$ cat config.mk
export PLATFORM = sky130hd
export DESIGN_NAME = lima2_hybrid_adder
export DESIGN_NICKNAME = d
export VERILOG_FILES = /design/src/rtl/lima2_pkg.sv /design/src/rtl/lima2_full_adder.sv /design/src/rtl/lima2_hybrid_adder.sv
export SDC_FILE = /design/constraint.sdc
export NUM_CORES = 1
export LEC_CHECK = 0
export CORE_MARGIN = 3
export CORE_UTILIZATION = 41
export DETAILED_ROUTE_END_ITERATION = 10
export GPL_ROUTABILITY_DRIVEN = 0
export HOLD_SLACK_MARGIN = 0.05
export PLACE_DENSITY_LB_ADDON = 0.25
export SLEW_MARGIN = 20
export SYNTH_ARGS = -nofsm -noshare
export SYNTH_HDL_FRONTEND = slang
export SYNTH_SLANG_ARGS = --single-unit
$ cat constraint.sdc
create_clock -name clk -period 1.4 [get_ports clk]
set_clock_uncertainty 0.1 [all_clocks]
set_input_delay 0.14 -clock clk [delete_from_list [all_inputs] [get_ports clk]]
set_output_delay 0.14 -clock clk [all_outputs]
set_load 0.02 [all_outputs]
$ cat src/rtl/lima2_pkg.sv
// rtl/lima2_pkg.sv - shared width, group-boundary constants and word type for the lima2 adder
package lima2_pkg;

    localparam int ADD_W    = 8;
    localparam int GRP0_MSB = 2;
    localparam int GRP1_MSB = 4;

    typedef logic [ADD_W-1:0] add_word_t;

endpackage

$ cat src/rtl/lima2_full_adder.sv
// rtl/lima2_full_adder.sv - one-bit full adder cell used by the ripple groups
module lima2_full_adder (
    input  logic a,
    input  logic b,
    input  logic cin,
    output logic sum,
    output logic cout
);

    // Plain majority carry and parity sum
    always_comb begin
        sum  = a ^ b ^ cin;
        cout = (a & b) | (cin & (a ^ b));
    end

endmodule

$ cat src/rtl/lima2_hybrid_adder.sv
// rtl/lima2_hybrid_adder.sv - 8-bit ripple/lookahead/ripple adder with registered sum (optional ovf via LIMA2_OVERFLOW_EN)
module lima2_hybrid_adder
    import lima2_pkg::*;
(
    input  logic             clk,
    input  logic             rst_n,
    input  logic             in_valid,
    input  logic [ADD_W-1:0] x,
    input  logic [ADD_W-1:0] y,
    input  logic             c0,
    output logic             out_valid,
    output logic [ADD_W-1:0] s,
    output logic             c8
`ifdef LIMA2_OVERFLOW_EN
    ,
    output logic             ovf
`endif
);

    // c[i] is the carry into bit i; c[ADD_W] is the carry-out
    logic [ADD_W:0] c;
    add_word_t      sum;
    logic           g3, p3, g4, p4;

    assign c[0] = c0;

    // Ripple group 0: bits 0..GRP0_MSB
    for (genvar i = 0; i <= GRP0_MSB; i++) begin : g_grp0
        lima2_full_adder u_fa (
            .a    (x[i]),
            .b    (y[i]),
            .cin  (c[i]),
            .sum  (sum[i]),
            .cout (c[i+1])
        );
    end

    // Lookahead group: c5 is formed straight from c3 so it does not wait on c4
    always_comb begin
        g3 = x[GRP0_MSB+1] & y[GRP0_MSB+1];
        p3 = x[GRP0_MSB+1] ^ y[GRP0_MSB+1];
        g4 = x[GRP1_MSB] & y[GRP1_MSB];
        p4 = x[GRP1_MSB] ^ y[GRP1_MSB];
        c[GRP0_MSB+2]     = g3 | (p3 & c[GRP0_MSB+1]);
        c[GRP1_MSB+1]     = g4 | (p4 & g3) | (p4 & p3 & c[GRP0_MSB+1]);
        sum[GRP0_MSB+1]   = p3 ^ c[GRP0_MSB+1];
        sum[GRP1_MSB]     = p4 ^ c[GRP0_MSB+2];
    end

    // Ripple group 2: bits GRP1_MSB+1..ADD_W-1
    for (genvar i = GRP1_MSB + 1; i < ADD_W; i++) begin : g_grp2
        lima2_full_adder u_fa (
            .a    (x[i]),
            .b    (y[i]),
            .cin  (c[i]),
            .sum  (sum[i]),
            .cout (c[i+1])
        );
    end

    // Output register: load on valid, otherwise hold the last result
    always_ff @(posedge clk or negedge rst_n) begin
        if (!rst_n) begin
            out_valid <= 1'b0;
            s         <= '0;
            c8        <= 1'b0;
`ifdef LIMA2_OVERFLOW_EN
            ovf       <= 1'b0;
`endif
        end else begin
            out_valid <= in_valid;
            if (in_valid) begin
                s   <= sum;
                c8  <= c[ADD_W];
`ifdef LIMA2_OVERFLOW_EN
                ovf <= c[ADD_W-1] ^ c[ADD_W];
`endif
            end
        end
    end

endmodule

==> run metrics <==
status=finished, violations left; violated checks=negative setup slack; Avg Synthesized Cell Area=14.62 um^2; CTS tree=done; Root Driver=clkbuf_4; reg2reg path depth=1; slew margin rel.=71.16%; slew of the pin with the lowest slew margin=0.4313 ns; max-cap viol count=0; area of the core=1334 um^2; kind of critical path=input port to register; synth warn=0; Post-Synthesis Cell Area=599.3 um^2; DR pass1 iterations=2; crit path time final=2.880 ns; DR vias=422; DRC violations left=0; Net Count, Synth=70; I/O Pins=30; Netlist cell types=11; final hold vios=0; combinational share of power=38.5%; Overall Power=1029 uW; WL/cell=12.51 um; critical path peak fanout=2; fillers=114; Worst VDD drop=578.4 uV; worst slack at placement=-2.145 ns; power share of the clock group=24.7%; fin crit share=205.7%; Post-CTS Setup Inserts=0; remaining antenna violation count=0; Crit. End Element=register; area overhead of the layout relative to synthesis=59.71%; H-tree Lvls=1; Switching Fraction=29.88%; Initial Util=44.93%; fmax=347.2 MHz; first-pass GRT wire length=1814 um; unrepaired setup endpoints after global routing=true; vias in the first global route=443; most frequent cells in the layout=clkdlybuf4s50_1, dlygate4sd2_1, dfrtp_1; sequential share of power=36.8%; Gate Count Post-Synth=41; critical path arrival=2.97 ns; crit start category=input port; IO Port Bufs=29; Reg2Reg Launch Point=s[4]$_DFFE_PN0P_; Critical Path Start=y[0]; critical path required time=1.49 ns; Die Area=1957 um^2; die height=44.24 um; Tot GR Track Use=13.30%; # diodes=0; final wirelength=1126 um; fin. max-slew vios=0; hpwl dp=984.4 um; Clock Latency Late Sink=0.26 ns; # setup viols final=7; worst hold path type=input port to asynchronous set/reset pin; remaining global-route overflow=0; initial antenna violation count=0; site row count=13; end point of the critical path=s[7]$_DFFE_PN0P_; pwr dens=1075 nW/um^2; Crit Reg-Reg Endpoint=s[4]$_DFFE_PN0P_; Int Power=721.4 uW; CTS buffer count=3; clock buffer depth=2; sequential share of the synthesized area=41.75%; P_sw=307.4 uW; PnR worst setup slack=-1.480 ns; Synth Register Bits=10; largest net degree at the start of global routing=12; clk sink count=10; static leakage=0.0004697 uW; Via density=4.689; most common cell after layout, fill and taps aside=clkdlybuf4s50_1; fin nets=105; Worst-path clk slew=0.06 ns; Die W=44.24 um; initial drt markers=1; share of layout cells above drive strength 1=28.00%; FF-to-FF setup slack=0.53 ns
routing by layer:
| metal | vias to the layer above | part of all wire, % | track usage (%) |
|---|---|---|---|
| li1 | 198 | - | - |
| met1 | 203 | 34 | 12.83 |
| met2 | 21 | 53 | 23.55 |
| met3 | 0 | 13 | 6.911 |
| met4 | 0 | 0 | 5.422 |
| met5 | - | 0 | 0 |
registers in the layout, indices dropped and copies added (netlist names):
| register | count |
|---|---|
| s | 8 |
| out_valid | 1 |
| c8 | 1 |
worst max-delay path, stage by stage:
cell and delay [ns]:
buf_6 0.09, fa_2 0.38, fa_2 0.37, fa_2 0.35, a21o_1 0.16, a21o_1 0.18
fa_2 0.34, fa_2 0.34, inv_2 0.07, fa_1 0.41, mux2i_1 0.13
layout make-up:
cell class	instances	area [um^2]	area share [%]
multi-input cells	22	320.3	33.46
clock buffers	4	36.28	3.791
well taps	15	18.77	1.961
inverters	8	30.03	3.137
repair buffers	31	301.5	31.50
flip-flops and latches	10	250.2	26.14
cell families (layout without fill, tap and decap cells):
family | Yosys count | after routing | synth area share (%)
AND/OR/NAND/NOR | 1 | 1 | 0.6257
buffers and inverters | 9 | 43 | 6.889
adder cells (fa/ha/maj) | 9 | 9 | 27.56
multiplexers | 8 | 8 | 18.37
AO/OA/AOI/OAI | 3 | 3 | 3.339
flip-flops | 10 | 10 | 41.75
XOR/XNOR | 1 | 1 | 1.462
synth_stat cells:
library cell   n  area (um^2)
a21o_1         2        15.01
a21oi_1        1        5.000
buf_6          1        11.26
dfrtp_1       10        250.2
fa_1           7        140.1
ha_1           2        25.02
inv_1          8        30.03
mux2_4         6        90.09
mux2i_1        2        20.02
nor2_1         1        3.750
xnor2_1        1        8.760
repair_timing:
action	in CTS	in global routing
gates resized for setup	24	1
hold buffers	0	0
pin swaps	8	8
endpoints found under the setup margin	18	7
power groups by stage:
stage                     sequential [uW]  clock (uW)  combinational [uW]
final                                 379         254                 396
after global routing                  389         281                 432
after global placement                387           0                 436
after CTS                             381         265                 404
after detailed placement              389           0                 449
after floorplan                       462           0                 144
through the flow:
step | cell area (um^2) | hold WS (ns) | setup TNS, ns | util (%) | cells
after CTS | 950.9 | 0.08607 | -6.250 | 71.29 | 90
after global routing | 957.2 | 0.1167 | -6.515 | 71.76 | 90
after global placement | 937.1 | 0.3633 | -10.93 | 70.26 | 86
after detailed placement | 937.1 | 0.3744 | -11.20 | 70.26 | 86
after floorplan | 611.8 | -0.2556 | -6.730 | - | 41
final | 957.2 | 0.08218 | -5.905 | 71.76 | 90
worst min path at each step:
stage	to	startpoint	depth (start not counted)
after detailed placement	s[0]$_DFFE_PN0P_	rst_n	1
final	s[2]$_DFFE_PN0P_	rst_n	1
after floorplan	c8$_DFFE_PN0P_	rst_n	0
after global routing	s[0]$_DFFE_PN0P_	rst_n	1
after CTS	s[2]$_DFFE_PN0P_	rst_n	1
after global placement	s[0]$_DFFE_PN0P_	rst_n	1
No activity file was read; power rests on OpenSTA's default activity.
